`src/rtl/mov_avg_ctrl.sv`:
```
// Sequencer for one moving_average datapath: zero-flushes the window BRAM, drains and
// clears the datapath, then feeds samples and forwards only full-window averages.
module mov_avg_ctrl #(
    parameter int DIN_WIDTH  = 32,
    parameter int DOUT_WIDTH = 32,
    parameter int WINDOW_LEN = 16,
    parameter int PIPE_LAT   = 2
) (
    input  logic                        i_clk,
    input  logic                        i_rst,
    input  logic                        i_restart,
    input  logic                        i_enable,
    input  logic signed [DIN_WIDTH-1:0] i_src_data,
    input  logic                        i_src_valid,
    output logic                        o_src_ready,
    output logic                        o_ma_rst,
    output logic signed [DIN_WIDTH-1:0] o_ma_din,
    output logic                        o_ma_din_valid,
    input  logic [DOUT_WIDTH-1:0]       i_ma_dout,
    input  logic                        i_ma_dout_valid,
    output logic [DOUT_WIDTH-1:0]       o_avg,
    output logic                        o_avg_valid,
    output logic [2:0]                  o_state,
    output logic                        o_seq_err
);

    localparam int CNT_W   = $clog2(WINDOW_LEN) + 1;
    localparam int DRAIN_W = $clog2(PIPE_LAT + 1) + 1;
    localparam logic [CNT_W-1:0]   LAST_WRITE = CNT_W'(WINDOW_LEN - 1);
    localparam logic [DRAIN_W-1:0] LAST_DRAIN = DRAIN_W'(PIPE_LAT);

    typedef enum logic [2:0] {
        FLUSH = 3'd0,
        DRAIN = 3'd1,
        CLR   = 3'd2,
        FILL  = 3'd3,
        RUN   = 3'd4
    } state_t;

    state_t                      r_state;
    state_t                      w_nextState;
    logic [CNT_W-1:0]            r_flushCnt;
    logic [CNT_W-1:0]            r_fillCnt;
    logic [DRAIN_W-1:0]          r_drainCnt;
    logic                        r_maRst;
    logic signed [DIN_WIDTH-1:0] r_maDin;
    logic                        r_maDinValid;
    logic [DOUT_WIDTH-1:0]       r_avg;
    logic                        r_avgValid;
    logic                        r_seqErr;
    logic                        w_initState;
    logic                        w_lastFill;
    logic                        w_accept;
    logic                        w_forward;

    assign w_initState = (r_state == FLUSH) || (r_state == DRAIN) || (r_state == CLR);
    assign w_lastFill  = (r_fillCnt == LAST_WRITE);
    assign o_src_ready = i_enable && ((r_state == FILL) || (r_state == RUN));
    assign w_accept    = i_src_valid && o_src_ready && !i_restart;
    // The WINDOW_LEN-th datapath output in FILL is the first full-window average.
    assign w_forward   = i_ma_dout_valid && !i_restart &&
                         (((r_state == FILL) && w_lastFill) || (r_state == RUN));

    always_ff @(posedge i_clk or posedge i_rst) begin
        if (i_rst) begin
            r_state <= FLUSH;
        end else begin
            r_state <= w_nextState;
        end
    end

    always_comb begin
        w_nextState = r_state;
        case (r_state)
            FLUSH:   if (r_flushCnt == LAST_WRITE) w_nextState = DRAIN;
            DRAIN:   if (r_drainCnt == LAST_DRAIN) w_nextState = CLR;
            CLR:     w_nextState = FILL;
            FILL:    if (i_ma_dout_valid && w_lastFill) w_nextState = RUN;
            RUN:     w_nextState = RUN;
            default: w_nextState = FLUSH;
        endcase
        if (i_restart) begin
            w_nextState = FLUSH;
        end
    end

    always_ff @(posedge i_clk or posedge i_rst) begin
        if (i_rst) begin
            r_flushCnt <= '0;
            r_drainCnt <= '0;
            r_fillCnt  <= '0;
        end else if (i_restart) begin
            r_flushCnt <= '0;
            r_drainCnt <= '0;
            r_fillCnt  <= '0;
        end else begin
            r_flushCnt <= ((r_state == FLUSH) && (w_nextState == FLUSH)) ? r_flushCnt + 1'b1 : '0;
            r_drainCnt <= ((r_state == DRAIN) && (w_nextState == DRAIN)) ? r_drainCnt + 1'b1 : '0;
            if (r_state == FILL) begin
                if (i_ma_dout_valid) begin
                    r_fillCnt <= r_fillCnt + 1'b1;
                end
            end else if (r_state != RUN) begin
                r_fillCnt <= '0;
            end
        end
    end

    // Zero writes during FLUSH overwrite whatever the BRAM held; restart drops a same-cycle sample.
    always_ff @(posedge i_clk or posedge i_rst) begin
        if (i_rst) begin
            r_maRst      <= 1'b0;
            r_maDin      <= '0;
            r_maDinValid <= 1'b0;
        end else begin
            r_maRst <= (w_nextState == CLR);
            if (i_restart) begin
                r_maDin      <= '0;
                r_maDinValid <= 1'b0;
            end else if (r_state == FLUSH) begin
                r_maDin      <= '0;
                r_maDinValid <= 1'b1;
            end else if (w_accept) begin
                r_maDin      <= i_src_data;
                r_maDinValid <= 1'b1;
            end else begin
                r_maDinValid <= 1'b0;
            end
        end
    end

    always_ff @(posedge i_clk or posedge i_rst) begin
        if (i_rst) begin
            r_avg      <= '0;
            r_avgValid <= 1'b0;
            r_seqErr   <= 1'b0;
        end else begin
            r_avgValid <= w_forward;
            if (w_forward) begin
                r_avg <= i_ma_dout;
            end
            if (i_restart) begin
                r_seqErr <= 1'b0;
            end else if (i_ma_dout_valid && w_initState) begin
                r_seqErr <= 1'b1;
            end
        end
    end

    assign o_ma_rst       = r_maRst;
    assign o_ma_din       = r_maDin;
    assign o_ma_din_valid = r_maDinValid;
    assign o_avg          = r_avg;
    assign o_avg_valid    = r_avgValid;
    assign o_state        = r_state;
    assign o_seq_err      = r_seqErr;

endmodule

```
`config.mk`:
```
export PLATFORM = sky130hd
export DESIGN_NAME = mov_avg_ctrl
export DESIGN_NICKNAME = d
export VERILOG_FILES = /design/src/rtl/mov_avg_ctrl.sv
export SDC_FILE = /design/constraint.sdc
export NUM_CORES = 1
export LEC_CHECK = 0
export CAP_MARGIN = 0
export CORE_ASPECT_RATIO = 1.75
export CORE_MARGIN = 2
export CORE_UTILIZATION = 46
export DETAILED_ROUTE_END_ITERATION = 6
export PLACE_DENSITY = 0.95
export SKIP_CTS_REPAIR_TIMING = 1
export SYNTH_ARGS = -nofsm -noshare
export SYNTH_HDL_FRONTEND = slang
export SYNTH_SLANG_ARGS = --single-unit
```
`constraint.sdc`:
```
create_clock -name i_clk -period 4.8 [get_ports i_clk]
set_input_delay 0.48 -clock i_clk [delete_from_list [all_inputs] [get_ports i_clk]]
set_output_delay 0.48 -clock i_clk [all_outputs]
set_load 0.005 [all_outputs]
```
==> Word-level counts from Yosys, hierarchy flattened <==
Cells that the tools add are included.
{ "classes": {"n_addsub": 3, "multipliers": 0, "n_div": 0, "magnitude_cmp": 0, "eq_ne": 11, "shift": 0, "muxes": 21, "bitwise": 0, "reduce_logical": 21} }
{ "ops": {"columns": ["operator", "count"], "rows": [
  ["2-to-1 mux 32 bit", 3],
  ["2-to-1 mux 5 bit", 6],
  ["2-to-1 mux 3 bit", 6],
  ["one-hot mux 3 bit (5 select lines)", 1],
  ["equality test 3 x 2 -> 1 bit (second input constant)", 4],
  ["adder 5 x 1 -> 5 bit (second input constant)", 2],
  ["equality test 5 x 4 -> 1 bit (second input constant)", 2],
  ["logical AND 1 bit", 10],
  ["equality test 3 x 1 -> 1 bit (second input constant)", 2],
  ["zero test 3 bit", 2],
  ["inequality test 3 bit (second input constant)", 2],
  ["nonzero test 3 bit", 2],
  ["2-to-1 mux 1 bit", 5],
  ["logical OR 1 bit", 4],
  ["adder 3 x 1 -> 3 bit (second input constant)", 1],
  ["equality test 3 bit (second input constant)", 1],
  ["AND reduction 2 bit", 1],
  ["nonzero test 2 bit", 1],
  ["zero test 1 bit", 1]
]} }
{ "totals": {"register_bits": 84, "latchBits": 0, "mem_bits_rw": 0, "rom_bits": 0, "in_bits": 70, "out_inout_bits": 72, "word_cells": 66, "memories": 0} }

==> Longest topological paths before layout <==
{ "depth": {"ltp_word": 9, "depth_mapped": 7, "ltp_nobuf": 6} }

==> Least setup slack after synthesis <==
OpenSTA, ideal clock, no wires.
{ "synth_path": {"path_kind": "register -> register", "startpoint": "register r_fillCnt[0]", "endpoint": "register r_avg[0], in the netlist o_avg[0]", "setup_ns": 0.125, "t_arrival_ns": 1.714, "required_ns": 4.675, "slack_ns": 2.961, "path_stages_with_launch": 8, "n_path_buf": 1, "synth_period_minus_slack_ns": 1.839, "cell_sequence": "dfrtp_1 > ha_1 > and3_1 > ha_1 > nand4b_1 > a21oi_4 > buf_6 > mux2_2"} }
{ "synth_between": {"elab_chain_cells": 4} }
{ "synth_lines": {"columns": ["element", "line_no", "rtl"], "rows": [
  ["start: declaration", "43", "logic [CNT_W-1:0] r_fillCnt;"],
  ["start signal: assignment", "101", "r_fillCnt <= r_fillCnt + 1'b1;"],
  ["equality test 5 x 4 -> 1 bit", "57", "assign w_lastFill = (r_fillCnt == LAST_WRITE);"],
  ["logical AND 1 bit", "62", "(((r_state == FILL) && w_lastFill) || (r_state == RUN));"],
  ["logical OR 1 bit", "62", null],
  ["logical AND 1 bit", "61", "assign w_forward = i_ma_dout_valid && !i_restart &&"],
  ["via w_forward", "54", "logic w_forward;"],
  ["end signal: assignment", "140", "r_avg <= i_ma_dout;"],
  ["end: declaration", "48", "logic [DOUT_WIDTH-1:0] r_avg;"]
]} }
The timed path passes the listed nets, and every way through them passes these cells.
A chain may end at the register's enable or synchronous reset.

==> Worst setup path after layout <==
{ "layout_path": {"startpoint": "register r_state[0], in the netlist o_state[0]", "endpoint": "output o_src_ready"} }
{ "layout_between": {"elab_chain_cells": 3, "elab_cells_between_ends": 4, "cone_classes": "2 x eq/ne; 2 x reduce/logical"} }
{ "layout_lines": {"columns": ["element", "line_no", "rtl"], "rows": [
  ["start: declaration", "40", "state_t r_state;"],
  ["start signal: assignment", "68", "r_state <= w_nextState;"],
  ["equality test 3 x 2 -> 1 bit / equality test 3 bit (equally long branches)", "58", "assign o_src_ready = i_enable && ((r_state == FILL) || (r_state == RUN));"],
  ["logical OR 1 bit *", "58", null],
  ["logical AND 1 bit *", "58", null],
  ["end: declaration", "15", "output logic o_src_ready,"]
]} }
Mark *: on every way between the ends. The rest lies on a longest branch, timed or not.

==> flow_metrics.py <==
metrics = {
    "route": {
        "firstDrtPassIters": 4,
        "route.detailed.wl_per_inst_microns": 17.5,
        "drc": 0,
        "detail_route.vias_per_cell": 5.43,
        "totalWireLength_microns": 8270,
        "drt_first_iter_violations": 116,
        "route.vias.total": 2561,
        "final_antenna_net_count": 0,
    },
    "pwr": {
        "vdd_ir_drop_max_v": 0.000244,
        "power.share.switching": 0.200,
        "power.switching_uw": 319,
        "power_frac_comb": 0.081,
        "p_int_uw": 1270,
        "total_leakage_power_uw": 0.00228,
        "p_seq_frac": 0.463,
        "power_density_nw_per_um2": 309,
        "power.clock.fraction": 0.456,
    },
    "clock_network": {
        "clk-insertion-delay-late_ps": 330,
        "clock_pin_slew_of_the_registers_on_the_worst_case_setup_and_hold_paths_ps": 60,
        "cts_inserted_buffers": 9,
        "clkSinkCount": 84,
        "cts_buffer_depth": 2,
        "htree_levels": 3,
        "cts_root_buffer": "sky130_fd_sc_hd__clkbuf_16",
        "cts_tree": "built",
    },
    "critical_path": {
        "reg2reg_to": "o_avg[6]$_DFFE_PP0P_",
        "critical_path.reg2reg.startpoint": "r_fillCnt[0]$_DFFE_PP0P_",
        "cpPeakStageDelay_ps": 560,
        "critPathLaunchType": "flop",
        "r2r.worst_path.cells": 6,
        "timing.critical_path.slowest_stage_cell": "sky130_fd_sc_hd__or3b_1",
        "worst-setup-path-type": "reg -> out",
        "crit_path_cell_trace": "or3b_1, a21boi_0, clkdlybuf4s50_1",
        "reg2reg_setup_slack_ps": 2260,
        "worst_ep_required_time_ps": 4320,
        "timing.critical_path.to_type": "output pin",
        "critical_path.max_fanout": 15,
        "worst-endpoint-arrival_ps": 2170,
    },
    "synth": {
        "postSynth.topFlopCell": "sky130_fd_sc_hd__dfrtp_1",
        "synthesis.instances": 240,
        "yosys-top-cells-count": "sky130_fd_sc_hd__dfrtp_1 (84), sky130_fd_sc_hd__a22o_1 (34), sky130_fd_sc_hd__mux2_1 (20)",
        "syn-mean-instance-area_sq_um": 14.1,
        "ys_ff_latch": 84,
        "yosys.area.top_type_share": 0.619,
        "synth-seq-area-share": 0.619,
        "synth.distinct_cells": 36,
        "post_synth_main_area_contributors": "sky130_fd_sc_hd__dfrtp_1 (62%), sky130_fd_sc_hd__a22o_1 (8.8%), sky130_fd_sc_hd__mux2_1 (6.6%), sky130_fd_sc_hd__mux2_2 (4.3%), sky130_fd_sc_hd__ha_1 (2.2%)",
        "most_numerous_cell_in_the_yosys_netlist": "sky130_fd_sc_hd__dfrtp_1",
        "synth_edf_count": 0,
        "synth_largest_area_cell": "sky130_fd_sc_hd__dfrtp_1",
        "synth_area_sq_um": 3390,
        "async_reset_ff_frac": 1.00,
        "mappedNetlistNets": 316,
        "synth-warning-count": 0,
    },
    "placed_design": {
        "placed_cells_incl_taps": 456,
        "gp_routability_congestion": 0.799,
        "dp_hpwl_microns": 6090,
        "place.port_buffers": 141,
    },
    "timing": {
        "final.setup.tns_ps": 0,
        "max_freq_mhz": 377,
        "slew-limit-headroom": 0.287,
        "finalMaxSlewViolations": 0,
        "final_cycle_share": 0.553,
        "rsz0062_at_grt": "no",
        "tightestPinTransition_ps": 1070,
        "clock-skew-final_ps": 6.79,
        "report.final.setup_viol": 0,
        "finalCriticalPeriod_ps": 2650,
        "final_hold_viol_count": 0,
    },
    "final_layout": {
        "fillCellCount": 495,
        "nNetsFinal": 457,
        "diodes": 0,
        "drive_gt1_frac": 0.0959,
        "layout.cells.non_filler": 472,
        "syn_to_final_growth_pct": 51.4,
    },
    "floorplanning": {
        "floorplan.die.height_microns": 118,
        "top_level_ports": 142,
        "rows": 41,
        "floorplan.die_area_sq_um": 8110,
        "core_sq_um": 7180,
        "initial_core_utilization": 0.473,
        "die_w_microns": 68.9,
    },
    "global_routing": {
        "overflow": 0,
        "grt_max_degree": 47,
        "globalRouteTotalUtil": 0.211,
        "via_count_of_the_first_global_routing_pass": 2674,
        "grt_antenna_before_repair": 0,
        "grt_pass1_wl_microns": 12800,
    },
    "worst_hold_path": {
        "worst_hold_launch": "r_flushCnt[0]$_DFF_PP0_",
        "min_to": "r_flushCnt[0]$_DFF_PP0_",
        "hold_class": "reg -> reg",
        "hold_depth": 1,
    },
    "job": {
        "max-cap-violations": 0,
    },
    "run_status": {
        "run_status": "completed",
    },
}
-- per-stage QoR --
stage | power, uW | setup WS (ps) | hold WS, ps | instance area [sq um] | utilization
after floorplan | 779 | 2150 | 430 | 3390 | -
after global placement | 873 | 2040 | 444 | 4820 | 0.672
after detailed placement | 879 | 1970 | 459 | 4820 | 0.672
after CTS | 1600 | 2120 | 466 | 5140 | 0.716
after global routing | 1640 | 2040 | 484 | 5140 | 0.716
final | 1590 | 2150 | 464 | 5140 | 0.716
-- kinds of logic after synthesis --
kind of cell / synth area share
AOI/OAI and AO/OA: 0.125
xor gates and xnor gates: 0.00774
adders and majority gates: 0.0221
buffers and inverters: 0.0391
DFF: 0.619
muxes: 0.112
and+or+nand+nor: 0.0748
-- state kept, by name, summed over array words and instances (netlist names) --
| signal | count |
|---|---|
| r_fillCnt | 5 |
| o_ma_rst | 1 |
| o_seq_err | 1 |
| o_ma_din | 32 |
| o_avg_valid | 1 |
| r_drainCnt | 3 |
| o_state | 3 |
| r_flushCnt | 5 |
| o_avg | 32 |
| o_ma_din_valid | 1 |
-- layout by cell type (no fill, tap or decap), drive strengths merged --
cell type        n
nand4b           1
clkbuf          10
inv              5
and3b            1
clkinv           4
buf              3
and2             1
a31oi            2
a21oi            3
nand2            6
a2111oi          1
dfrtp           84
nand3            7
xor2             1
nor4bb           1
nor3             2
mux2i            1
a21boi           1
and3             3
ha               6
nor2            16
mux2            33
nand3b           3
xnor2            2
clkdlybuf4s50  141
a211oi           4
bufinv           2
or2              2
or3b             1
o2bb2ai          1
nand4bb          1
a22o            34
nand2b           2
or3              1
-- layer usage --
layer,vias up,global-route usage,share of wire,wire length (microns)
li1,1154,-,-,-
met4,0,0.109,0.035,289
met1,1274,0.232,0.35,2920
met2,111,0.361,0.54,4470
met5,-,0,0,0
met3,22,0.0497,0.072,597
-- critical path: cells and delay by family, from the launching register on --
family / cells / cell delay (ps)
compound gates: 1 / 220
buf+inv: 1 / 530
flops: 1 / 540
simple gates: 1 / 560
-- layout make-up --
| class | instances | area [sq um] | share of cell area |
|---|---|---|---|
| flip-flops and latches | 84 | 2100 | 0.409 |
| repair buffers | 144 | 1430 | 0.279 |
| multi-input cells | 137 | 1160 | 0.226 |
| clock buffers | 10 | 229 | 0.0445 |
| well taps | 86 | 108 | 0.0209 |
| clock inverters | 6 | 87.6 | 0.0170 |
| inverters | 5 | 20.0 | 0.00389 |
-- power groups by stage --
| stage | combinational, uW | clock (uW) | sequential, uW |
|---|---|---|---|
| 2_1_floorplan | 30.1 | 0 | 749 |
| 3_3_place_gp | 126 | 0 | 747 |
| 3_5_place_dp | 131 | 0 | 749 |
| 4_1_cts | 131 | 734 | 736 |
| 5_1_grt | 141 | 765 | 737 |
| 6_report | 129 | 724 | 736 |
-- worst max path at each step --
stage	slack, ps	to	startpoint	depth (start not counted)
3_5_place_dp	1970	o_avg[6]$_DFFE_PP0P_	i_restart	4
3_3_place_gp	2040	o_avg[3]$_DFFE_PP0P_	i_restart	4
4_1_cts	2120	o_src_ready	o_state[0]$_DFF_PP0_	3
5_1_grt	2040	o_src_ready	o_state[0]$_DFF_PP0_	3
2_1_floorplan	2150	o_avg[0]$_DFFE_PP0P_	i_rst	1
6_report	2150	o_src_ready	o_state[0]$_DFF_PP0_	3
Power figures use the tool's default switching activity.
